<file path="src/rtl/pps_gated_counter_pkg.sv">
// -----------------------------------------------------------------------------
// pps_gated_counter_pkg
// Shared definitions for the PPS-gated reference-clock counter:
//   - gate state encodings (HUNT / GATE)
//   - default measurement width and default PPS-lost timeout
//   - helper that sizes the idle (timeout) counter
// -----------------------------------------------------------------------------
package pps_gated_counter_pkg;

  // Gate state machine encodings.
  typedef enum logic {
    PGC_HUNT = 1'b0,  // waiting for a PPS edge to open a gate
    PGC_GATE = 1'b1   // gate open, counting clk cycles
  } pgc_state_e;

  // Default measurement / counter width.
  localparam int PGC_DEFAULT_WIDTH = 35;

  // Default number of clk cycles without a PPS edge before it is declared lost.
  localparam int PGC_DEFAULT_TIMEOUT = 2**26;

  // Bits needed for an idle counter that must hold TIMEOUT-1 without wrapping.
  function automatic int pgc_idle_bits(input int timeout);
    return $clog2(timeout) + 1;
  endfunction

endpackage

</file>
<file path="src/rtl/pps_gated_counter_sync_edge_detect.sv">
// -----------------------------------------------------------------------------
// sync_edge_detect
// Synchronizes an asynchronous level into the clk domain and produces a
// registered one-cycle pulse on each rising edge. Reusable for PPS, encoder
// and button inputs.
//
// Latency: a rising edge on `in` shows up on `rise` STAGES+1 clk cycles later
// (STAGES synchronizer flops, then the registered edge compare against the
// history flop).
//
// Ports:
//   clk  in   rising-edge clock
//   rst  in   asynchronous active-high reset
//   in   in   raw asynchronous input
//   rise out  one-cycle pulse per synchronized rising edge
// -----------------------------------------------------------------------------
module sync_edge_detect #(
  parameter int STAGES = 2   // synchronizer depth, must be >= 2
) (
  input  logic clk,
  input  logic rst,
  input  logic in,
  output logic rise
);

  logic [STAGES-1:0] r_sync;
  logic              r_hist;
  logic              r_rise;
  logic              w_level;

  // Last synchronizer stage is the first metastability-safe copy.
  assign w_level = r_sync[STAGES-1];

  always_ff @(posedge clk or posedge rst) begin
    if (rst) begin
      r_sync <= '0;
      r_hist <= 1'b0;
      r_rise <= 1'b0;
    end else begin
      r_sync <= {r_sync[STAGES-2:0], in};
      r_hist <= w_level;
      // The history flop forces a low between two detected edges, so the
      // pulse can never be wider than one cycle.
      r_rise <= w_level & ~r_hist;
    end
  end

  assign rise = r_rise;

endmodule

</file>
<file path="src/rtl/pps_gated_counter.sv">
// -----------------------------------------------------------------------------
// pps_gated_counter
// Measures the reference clock against the GPS 1PPS. Counts clk cycles across
// a gate of (gate_seconds+1) consecutive PPS periods and latches each result
// into a holding register read through a valid/ack handshake. Also flags a
// lost PPS (no edge within TIMEOUT_CYCLES) and counter saturation.
//
// Handshake: `valid` rises the cycle after a gate closes and stays high until
// a cycle in which `ack` is sampled high; `ack` while `valid` is low is
// ignored. A new result arriving while `valid` is still high overwrites
// `measurement` and sets sticky `overrun`, unless `ack` is sampled on that
// same edge, in which case the new result is unread and `overrun` clears.
//
// Ports:
//   clk          in   counted reference clock, rising edge
//   rst          in   asynchronous active-high reset
//   pps_in       in   raw GPS pulse (asynchronous)
//   gate_seconds in   gate length minus one, in PPS periods (sampled at open)
//   measurement  out  last latched cycle count
//   valid        out  measurement is unread
//   ack          in   consumer read strobe
//   overrun      out  sticky: a result was overwritten while valid
//   saturated    out  current measurement is clipped at all-ones
//   pps_lost     out  no PPS edge within TIMEOUT_CYCLES
//   pps_strobe   out  one-cycle pulse per detected PPS rising edge
//   dbg_state    out  gate state (0 = HUNT, 1 = GATE)
// -----------------------------------------------------------------------------
module pps_gated_counter
  import pps_gated_counter_pkg::*;
#(
  parameter int WIDTH          = PGC_DEFAULT_WIDTH,
  parameter int GATE_BITS      = 4,
  parameter int SYNC_STAGES    = 2,
  parameter int TIMEOUT_CYCLES = PGC_DEFAULT_TIMEOUT
) (
  input  logic                 clk,
  input  logic                 rst,
  input  logic                 pps_in,
  input  logic [GATE_BITS-1:0] gate_seconds,
  output logic [WIDTH-1:0]     measurement,
  output logic                 valid,
  input  logic                 ack,
  output logic                 overrun,
  output logic                 saturated,
  output logic                 pps_lost,
  output logic                 pps_strobe,
  output logic                 dbg_state
);

  localparam int IDLE_BITS = pgc_idle_bits(TIMEOUT_CYCLES);
  // The idle counter trips when it is about to step onto TIMEOUT-1 and then
  // parks there until the next edge, so the flag is raised exactly once.
  localparam logic [IDLE_BITS-1:0] IDLE_TRIP = IDLE_BITS'(TIMEOUT_CYCLES - 2);
  localparam logic [IDLE_BITS-1:0] IDLE_MAX  = IDLE_BITS'(TIMEOUT_CYCLES - 1);

  // ---------------------------------------------------------------------------
  // Edge detection
  // ---------------------------------------------------------------------------
  logic w_rise;

  sync_edge_detect #(
    .STAGES (SYNC_STAGES)
  ) u_sync (
    .clk  (clk),
    .rst  (rst),
    .in   (pps_in),
    .rise (w_rise)
  );

  // ---------------------------------------------------------------------------
  // Registers
  // ---------------------------------------------------------------------------
  pgc_state_e           r_state;
  pgc_state_e           w_state_next;
  logic [GATE_BITS-1:0] r_gate_len;
  logic [GATE_BITS-1:0] r_periods;
  logic [WIDTH-1:0]     r_counter;
  logic [IDLE_BITS-1:0] r_idle;
  logic [WIDTH-1:0]     r_meas;
  logic                 r_valid;
  logic                 r_overrun;
  logic                 r_saturated;
  logic                 r_lost;

  // Decoded per-cycle actions.
  logic w_open;      // start a new gate (from HUNT, or back-to-back on close)
  logic w_close;     // gate complete: latch result
  logic w_mid_edge;  // edge inside a multi-period gate
  logic w_timeout;   // idle counter about to reach TIMEOUT-1
  logic w_cnt_full;  // counter is at all-ones

  assign w_timeout  = !w_rise && (r_idle == IDLE_TRIP);
  assign w_cnt_full = &r_counter;

  // ---------------------------------------------------------------------------
  // Gate FSM: state register
  // ---------------------------------------------------------------------------
  always_ff @(posedge clk or posedge rst) begin
    if (rst) begin
      r_state <= PGC_HUNT;
    end else begin
      r_state <= w_state_next;
    end
  end

  // ---------------------------------------------------------------------------
  // Gate FSM: next state and action decode
  // ---------------------------------------------------------------------------
  always_comb begin
    w_state_next = r_state;
    w_open       = 1'b0;
    w_close      = 1'b0;
    w_mid_edge   = 1'b0;
    case (r_state)
      PGC_HUNT: begin
        if (w_rise) begin
          w_open       = 1'b1;
          w_state_next = PGC_GATE;
        end
      end
      PGC_GATE: begin
        if (w_rise) begin
          if (r_periods == r_gate_len) begin
            // Close and reopen on the same edge so no cycles are lost
            // between consecutive gates.
            w_close = 1'b1;
            w_open  = 1'b1;
          end else begin
            w_mid_edge = 1'b1;
          end
        end else if (w_timeout) begin
          // Partial gate is discarded; the held result is left alone.
          w_state_next = PGC_HUNT;
        end
      end
      default: begin
        w_state_next = PGC_HUNT;
      end
    endcase
  end

  // ---------------------------------------------------------------------------
  // Gate datapath
  // ---------------------------------------------------------------------------
  always_ff @(posedge clk or posedge rst) begin
    if (rst) begin
      r_gate_len <= '0;
      r_periods  <= '0;
      r_counter  <= '0;
    end else begin
      if (w_open) begin
        r_gate_len <= gate_seconds;
        r_periods  <= '0;
        // The open edge cycle itself is the first counted cycle, so the count
        // at the close edge equals the open-to-close distance in cycles.
        r_counter  <= WIDTH'(1);
      end else begin
        if (w_mid_edge) begin
          r_periods <= r_periods + GATE_BITS'(1);
        end
        if (w_state_next == PGC_GATE && !w_cnt_full) begin
          r_counter <= r_counter + WIDTH'(1);
        end
      end
    end
  end

  // ---------------------------------------------------------------------------
  // PPS-lost watchdog
  // ---------------------------------------------------------------------------
  always_ff @(posedge clk or posedge rst) begin
    if (rst) begin
      r_idle <= '0;
      r_lost <= 1'b0;
    end else begin
      if (w_rise) begin
        r_idle <= '0;
        r_lost <= 1'b0;
      end else begin
        if (r_idle != IDLE_MAX) begin
          r_idle <= r_idle + IDLE_BITS'(1);
        end
        if (w_timeout) begin
          r_lost <= 1'b1;
        end
      end
    end
  end

  // ---------------------------------------------------------------------------
  // Result holding register and handshake
  // ---------------------------------------------------------------------------
  always_ff @(posedge clk or posedge rst) begin
    if (rst) begin
      r_meas      <= '0;
      r_saturated <= 1'b0;
      r_valid     <= 1'b0;
      r_overrun   <= 1'b0;
    end else begin
      if (w_close) begin
        r_meas      <= r_counter;
        r_saturated <= w_cnt_full;
        r_valid     <= 1'b1;
        // A coincident ack consumes the old value, so the new one is not
        // an overrun; otherwise overwriting an unread value is.
        if (ack) begin
          r_overrun <= 1'b0;
        end else if (r_valid) begin
          r_overrun <= 1'b1;
        end
      end else if (ack && r_valid) begin
        r_valid   <= 1'b0;
        r_overrun <= 1'b0;
      end
    end
  end

  // ---------------------------------------------------------------------------
  // Outputs
  // ---------------------------------------------------------------------------
  assign measurement = r_meas;
  assign valid       = r_valid;
  assign overrun     = r_overrun;
  assign saturated   = r_saturated;
  assign pps_lost    = r_lost;
  assign pps_strobe  = w_rise;
  assign dbg_state   = r_state;

endmodule
</file>
<file path="config.mk">
export PLATFORM = sky130hd
export DESIGN_NAME = pps_gated_counter
export DESIGN_NICKNAME = d
export VERILOG_FILES = /design/src/rtl/pps_gated_counter_pkg.sv /design/src/rtl/pps_gated_counter_sync_edge_detect.sv /design/src/rtl/pps_gated_counter.sv
export SDC_FILE = /design/constraint.sdc
export NUM_CORES = 1
export LEC_CHECK = 0
export CORE_UTILIZATION = 39
export CTS_BUF_LIST = sky130_fd_sc_hd__clkbuf_8
export CTS_CLUSTER_DIAMETER = 200
export DETAILED_ROUTE_END_ITERATION = 8
export REMOVE_ABC_BUFFERS = 1
export SYNTH_ARGS = -nofsm -noshare
export SYNTH_HDL_FRONTEND = slang
export SYNTH_HIERARCHICAL = 1
export SYNTH_SLANG_ARGS = --single-unit
export TNS_END_PERCENT = 20
</file>
<file path="constraint.sdc">
create_clock -name clk -period 4.73 [get_ports clk]
set_input_delay 0.946 -clock clk [delete_from_list [all_inputs] [get_ports clk]]
set_output_delay 0.946 -clock clk [all_outputs]
set_load 0.03 [all_outputs]
</file>
== Word level (Yosys, flattened, before mapping) ==
Index checks and enable logic that the tools add are counted.

* Register bits: 114
* Input port bits: 8
* Output and inout port bits: 41
* Logic and storage cells: 59

* Add/subtract/negate cells: 3
* Eq/ne operators: 4
* Multiplexer cells: 24
* Bitwise logic cells: 3
* Reductions and logical operators: 12

{| class="wikitable"
|+ Operators with widths
! cell !! count
|-
| 2-to-1 mux 35 bit || 2
|-
| 2-to-1 mux 27 bit || 2
|-
| adder 35 x 1 -> 35 bit, second input constant || 1
|-
| AND reduction 35 bit || 1
|-
| adder 27 x 1 -> 27 bit, second input constant || 1
|-
| == test 27 x 26 -> 1 bit, second input constant || 1
|-
| inequality test 27 x 26 -> 1 bit, second input constant || 1
|-
| 2-to-1 mux 1 bit || 16
|-
| nonzero test 2 bit || 5
|-
| 2-to-1 mux 4 bit || 2
|-
| adder 4 x 1 -> 4 bit, second input constant || 1
|-
| == test 4 bit || 1
|-
| case mux 1 bit (2 select lines) || 2
|-
| logical AND 1 bit || 3
|-
| inequality test 3 bit, second input constant || 1
|-
| zero test 1 bit || 2
|-
| inverter 1 bit || 2
|-
| AND reduction 2 bit || 1
|-
| bitwise AND 1 bit || 1
|}

== Logic depth before layout (Yosys ltp) ==
* Depth after elaboration: 8
* Depth in mapped cells: 9
* Depth with buffers taken out: 7

== Hierarchy ==
Netlist, hierarchy kept.

{| class="wikitable"
|+ By module, submodules not included
! module !! instances !! cells an instance !! area each (um^2) !! sequential area each (um^2)
|-
| pps_gated_counter || 1 || 546 || 5560.3 || 2752.6
|-
| sync_edge_detect || 1 || 6 || 117.6 || 100.1
|}

== Least setup slack after synthesis ==
Ideal clock, no wire load.

* Path type: register to register
* Start point: register r_idle[19]
* End point: register r_idle[15]
* Setup time: 125 ps
* Arrival time: 1783 ps
* Data required time: 4605 ps
* Slack: 2822 ps
* Stages on the path, launching flop included: 8
* Path buffers: 2
* Clock period less this slack: 1908 ps
* Path through: dfrtp_1 -> and4_1 -> clkbuf_1 -> and3_1 -> and4_1 -> buf_2 -> nor3_1 -> mux2_2

* Longest elaborated chain between the ends: 2

{| class="wikitable"
|+ Ends and longest elaborated chain
! what !! line !! text
|-
| from (decl) || pps_gated_counter.sv:78 || <nowiki>logic [IDLE_BITS-1:0] r_idle;</nowiki>
|-
| from (signal assigned) || pps_gated_counter.sv:181 || <nowiki>r_idle <= r_idle + IDLE_BITS'(1);</nowiki>
|-
| inequality test 27 x 26 -> 1 bit || pps_gated_counter.sv:180 || <nowiki>if (r_idle != IDLE_MAX) begin</nowiki>
|-
| nonzero test 2 bit (no line) || n/a ||
|}

No other way between the ends.
A chain may end at the register's enable or synchronous reset.

== Worst setup path after layout ==
* Start point: register u_sync.r_rise (netlist: u_sync/rise)
* End point: output port pps_strobe

{| class="wikitable"
|+ RTL lines
! what !! line !! text
|-
| from (decl) || pps_gated_counter_sync_edge_detect.sv:28 || <nowiki>logic r_rise;</nowiki>
|-
| from (signal assigned) || pps_gated_counter_sync_edge_detect.sv:44 || <nowiki>r_rise <= w_level & ~r_hist;</nowiki>
|-
| to (decl) || pps_gated_counter.sv:46 || <nowiki>output logic pps_strobe,</nowiki>
|}

No word-level cell between the ends.

==> results_tabular.tex <==
\begin{tabular}{lr}
\hline
Metric & Value \\
\hline
\multicolumn{2}{l}{\textbf{Synth}} \\
\quad Mean post-synth cell area & 10.29 µm² \\
\quad Part of the Yosys area used for sequential elements & 50.24\% \\
\quad Total number of yosys warnings & 6 \\
\quad Area of the mapped netlist & 0.005678 mm² \\
\quad Unique cell type count in the Yosys netlist & 55 \\
\quad Ys async rst share & 100.0\% \\
\quad Number of enable-type register cells in the synthesized netlist & 0 \\
\quad Prevailing post-synth register cell & dfrtp\_1 \\
\quad Gate Count Post-Synth & 552 \\
\quad Total of flip-flops plus latches after synthesis & 114 \\
\multicolumn{2}{l}{\textbf{Power and ir drop}} \\
\quad Share of total power in sequential cells & 45.5\% \\
\quad Gate power share & 17.3\% \\
\quad Clock network fraction of total power & 37.2\% \\
\quad Design internal power & 1.858 mW \\
\quad Net Sw Frac & 28.05\% \\
\quad Sum of internal, switching and leakage power & 2.582 mW \\
\quad Leakage power figure & 2.892 nW \\
\quad Max IR drop VDD & 0.0001744 V \\
\quad Switching component of the power & 0.7242 mW \\
\quad Cell Pwr Density & 385.1 mW/mm² \\
\multicolumn{2}{l}{\textbf{Flow run}} \\
\quad Number of max-capacitance violations reported & 0 \\
\multicolumn{2}{l}{\textbf{Timing}} \\
\quad Worst slew margin & 29.94\% \\
\quad Timing-limited maximum frequency & 344.9 MHz \\
\quad Final TNS setup & 0 ps \\
\quad Worst Hold Margin & 348.0 ps \\
\quad Number of max-slew violations in the final report & 0 \\
\quad Min setup slack post-route & 1831 ps \\
\quad Final setup fails & 0 \\
\quad RSZ-0062 raised after global routing & false \\
\quad Final Critical Period & 2899 ps \\
\quad Tcrit/Tclk final & 61.29\% \\
\quad Slew at the pin closest to its max-slew limit & 1051 ps \\
\quad Clock skew after layout & 7.507 ps \\
\quad Final hold violation count & 0 \\
\multicolumn{2}{l}{\textbf{Cells and area}} \\
\quad Final layout net count & 604 \\
\quad Number of diodes & 0 \\
\quad Number of fill cells & 1,317 \\
\quad Share of post-route cells with drive strength above 1 & 13.76\% \\
\quad Final Util & 47.75\% \\
\quad Layout-stage area growth over the synthesis result & 18.09\% \\
\multicolumn{2}{l}{\textbf{CTS}} \\
\quad Post-CTS setup-driven buffer insertion count & 0 \\
\quad Maximum number of buffers from clock root to sink & 2 \\
\quad Cts bufs inserted & 17 \\
\quad Post-cts resize count & 0 \\
\quad Quantity of hold-fixing buffers added after cts & 0 \\
\quad Clock H-tree levels & 4 \\
\quad Clock input transition at the sequential cells of the worst setup and hold paths & 60 ps \\
\quad Clock Sink Count & 114 \\
\quad Clock Root Buffer & clkbuf\_8 \\
\quad CTS tree & built \\
\quad Worst skew pair latency & 440 ps \\
\multicolumn{2}{l}{\textbf{Critical path}} \\
\quad Crit path buf inv count & 1 \\
\quad Maximum fanout along the worst path & 16 \\
\quad Launch instance of the worst register-to-register path & r\_idle[12] \\
\quad Highest cell delay on the worst timing path & 790 ps \\
\quad Startpoint types & flip-flop \\
\quad Worst setup path startpoint & u\_sync/rise \\
\quad Arrival time of data at the critical path endpoint & 1950 ps \\
\quad CP max-delay cell & clkdlybuf4s50\_1 \\
\quad CP delay by family, top & buffers and inverters \\
\quad Type of the worst setup path & reg2out \\
\quad WP data required & 3780 ps \\
\quad Cells along the critical path & clkdlybuf4s50\_1 \\
\quad Kind of end point of the critical path & output port \\
\multicolumn{2}{l}{\textbf{Route}} \\
\quad Total number of vias & 4,376 \\
\quad Final routed wirelength across all metal layers & 12,230 µm \\
\quad Router iterations before antenna repair & 4 \\
\quad Initial drt markers & 295 \\
\quad Count of unresolved DRC violations after routing & 0 \\
\quad Antenna viol nets, final & 0 \\
\quad Post-detailed-route wirelength per cell & 15.62 µm \\
\quad Vias per std cell & 5.589 \\
\multicolumn{2}{l}{\textbf{Global routing}} \\
\quad Wire length of the first global-routing pass & 20,880 µm \\
\quad Overall global routing resource usage & 18.04\% \\
\quad Number of antenna violations at the first check in global routing & 0 \\
\quad Vias in the first global route & 4,267 \\
\quad Total congestion overflow after global routing & 0 \\
\quad Maximum number of pins on one net before global-route repair & 76 \\
\multicolumn{2}{l}{\textbf{Outcome}} \\
\quad Result of the run & complete, no violations \\
\multicolumn{2}{l}{\textbf{Floorplan}} \\
\quad Std-Cell Rows & 43 \\
\quad Initial cell density of the core & 40.43\% \\
\quad Die Ht & 122.7 µm \\
\quad Area of the die & 0.01505 mm² \\
\quad Placeable Area & 0.01404 mm² \\
\quad Top Ports & 49 \\
\quad Horizontal die dimension & 122.7 µm \\
\multicolumn{2}{l}{\textbf{Place}} \\
\quad Worst-case setup slack after placement & 2173 ps \\
\quad Count of input and output buffers & 48 \\
\quad HPWL after detailed placement & 7995 µm \\
\quad Weighted congestion reported at the end of routability-driven placement & 0.8004 \\
\multicolumn{2}{l}{\textbf{Hold path}} \\
\quad Min-delay worst type & reg2reg \\
\quad Launch point of the worst hold path & u\_sync/r\_sync[0] \\
\hline
\end{tabular}
-- final timing paths --
| path | endpoint | slack [ps] | depth (start not counted) |
|---|---|---|---|
| max | pps_strobe | 1830 | 1 |
| min in group asynchronous | u_sync/r_sync[0] | 780 | 2 |
| max reg2reg | r_counter[18] | 2170 | 5 |
| min reg2reg | u_sync/r_sync[1] | 350 | 0 |
| min | u_sync/r_sync[1] | 350 | 0 |
| max in group asynchronous | r_counter[27] | 2890 | 3 |
-- metrics by stage --
stage          cell area (µm²)  cells
5_1_grt                   6705    783
3_3_place_gp              6282    753
2_1_floorplan             5514    520
4_1_cts                   6705    783
6_report                  6705    783
3_5_place_dp              6282    753
-- Yosys cell counts, types with 3 or more instances --
cell type	number	area share, %
buf_2	8	0.71
buf_4	4	0.53
dfrtp_1	114	50
or4_1	18	2.4
xnor2_1	9	1.4
o31ai_1	15	2.0
a21oi_1	29	2.6
xor2_1	8	1.2
ha_1	4	0.88
and2_1	3	0.33
and3_1	8	0.88
nand2_1	58	3.8
nor4_1	14	1.5
mux2_2	37	7.3
nand4_1	20	2.2
nand3_1	25	2.2
or2_2	3	0.33
nor3_1	10	0.88
o21ai_0	16	1.4
and4_1	7	1.1
nor2_1	27	1.8
inv_1	15	0.99
nand2b_1	14	1.5
mux2i_1	16	2.8
clkbuf_1	17	1.1
o211ai_1	4	0.53
or3_1	15	1.7
-- layout make-up --
cell class                 count  area (µm²)  area share, %
multi-input combinational    391        2615          39.00
sequential                   114        2853          42.55
clock buffer                  23       316.6          4.721
timing repair buffer          53       530.5          7.912
tap                          180       225.2          3.359
clock inverter                 7       106.4          1.586
inverter                      15       58.81         0.8770
-- power by group through the flow --
| stage | clock network (mW) | logic (mW) | registers, mW |
|---|---|---|---|
| 2_1_floorplan | 0 | 0.252 | 1.23 |
| 3_3_place_gp | 0 | 0.432 | 1.19 |
| 3_5_place_dp | 0 | 0.448 | 1.19 |
| 4_1_cts | 0.990 | 0.451 | 1.18 |
| 5_1_grt | 1.03 | 0.501 | 1.20 |
| 6_report | 0.961 | 0.446 | 1.18 |
-- logic make-up (layout without fill, tap and decap cells) --
group / Yosys count / count (layout) / share of synthesized area (%)
xor+xnor: 17 / 17 / 2.622
simple gates: 235 / 235 / 22.94
fa+ha+maj: 4 / 4 / 0.8815
mux: 53 / 53 / 10.16
buf+inv: 47 / 98 / 3.878
compound gates: 82 / 82 / 9.278
flops: 114 / 114 / 50.24
-- sequential cells by signal, indices dropped and copies added (netlist names) --
register	cells
u_sync/r_hist	1
r_gate_len	4
r_periods	4
overrun	1
dbg_state	1
u_sync/r_sync	2
measurement	35
u_sync/rise	1
r_counter	35
r_idle	27
saturated	1
valid	1
pps_lost	1
-- placed cells by master, fill, tap and decap left out, drive strengths merged, types with 4 or more instances in the layout --
cell,count
dfrtp,114
xnor2,9
or4,18
or2,4
nor3,11
nor4,15
ha,4
a21oi,29
nand2b,14
mux2,37
clkbuf,23
nand4,22
o31ai,15
and4,7
nand3,25
and3,8
clkdlybuf4s50,48
xor2,8
buf,5
mux2i,16
nand2,58
inv,18
o211ai,5
o21ai,18
nor2,28
or3,15
-- worst register-to-register path, delay by kind of cell (launching register included) --
| kind | cells | cell delay [ps] |
|---|---|---|
| flip-flops | 1 | 470 |
| AO/OA/AOI/OAI | 1 | 660 |
| AND/OR/NAND/NOR | 3 | 1160 |
| multiplexers | 1 | 200 |
-- layer usage --
metal,track usage (%),wire [µm],up-vias
met4,9.604,177,0
met3,3.950,561,14
met5,0,0,-
met1,24.75,6015,2177
met2,26.51,5479,86
li1,-,-,2099
(Power assumes the default switching activity.)
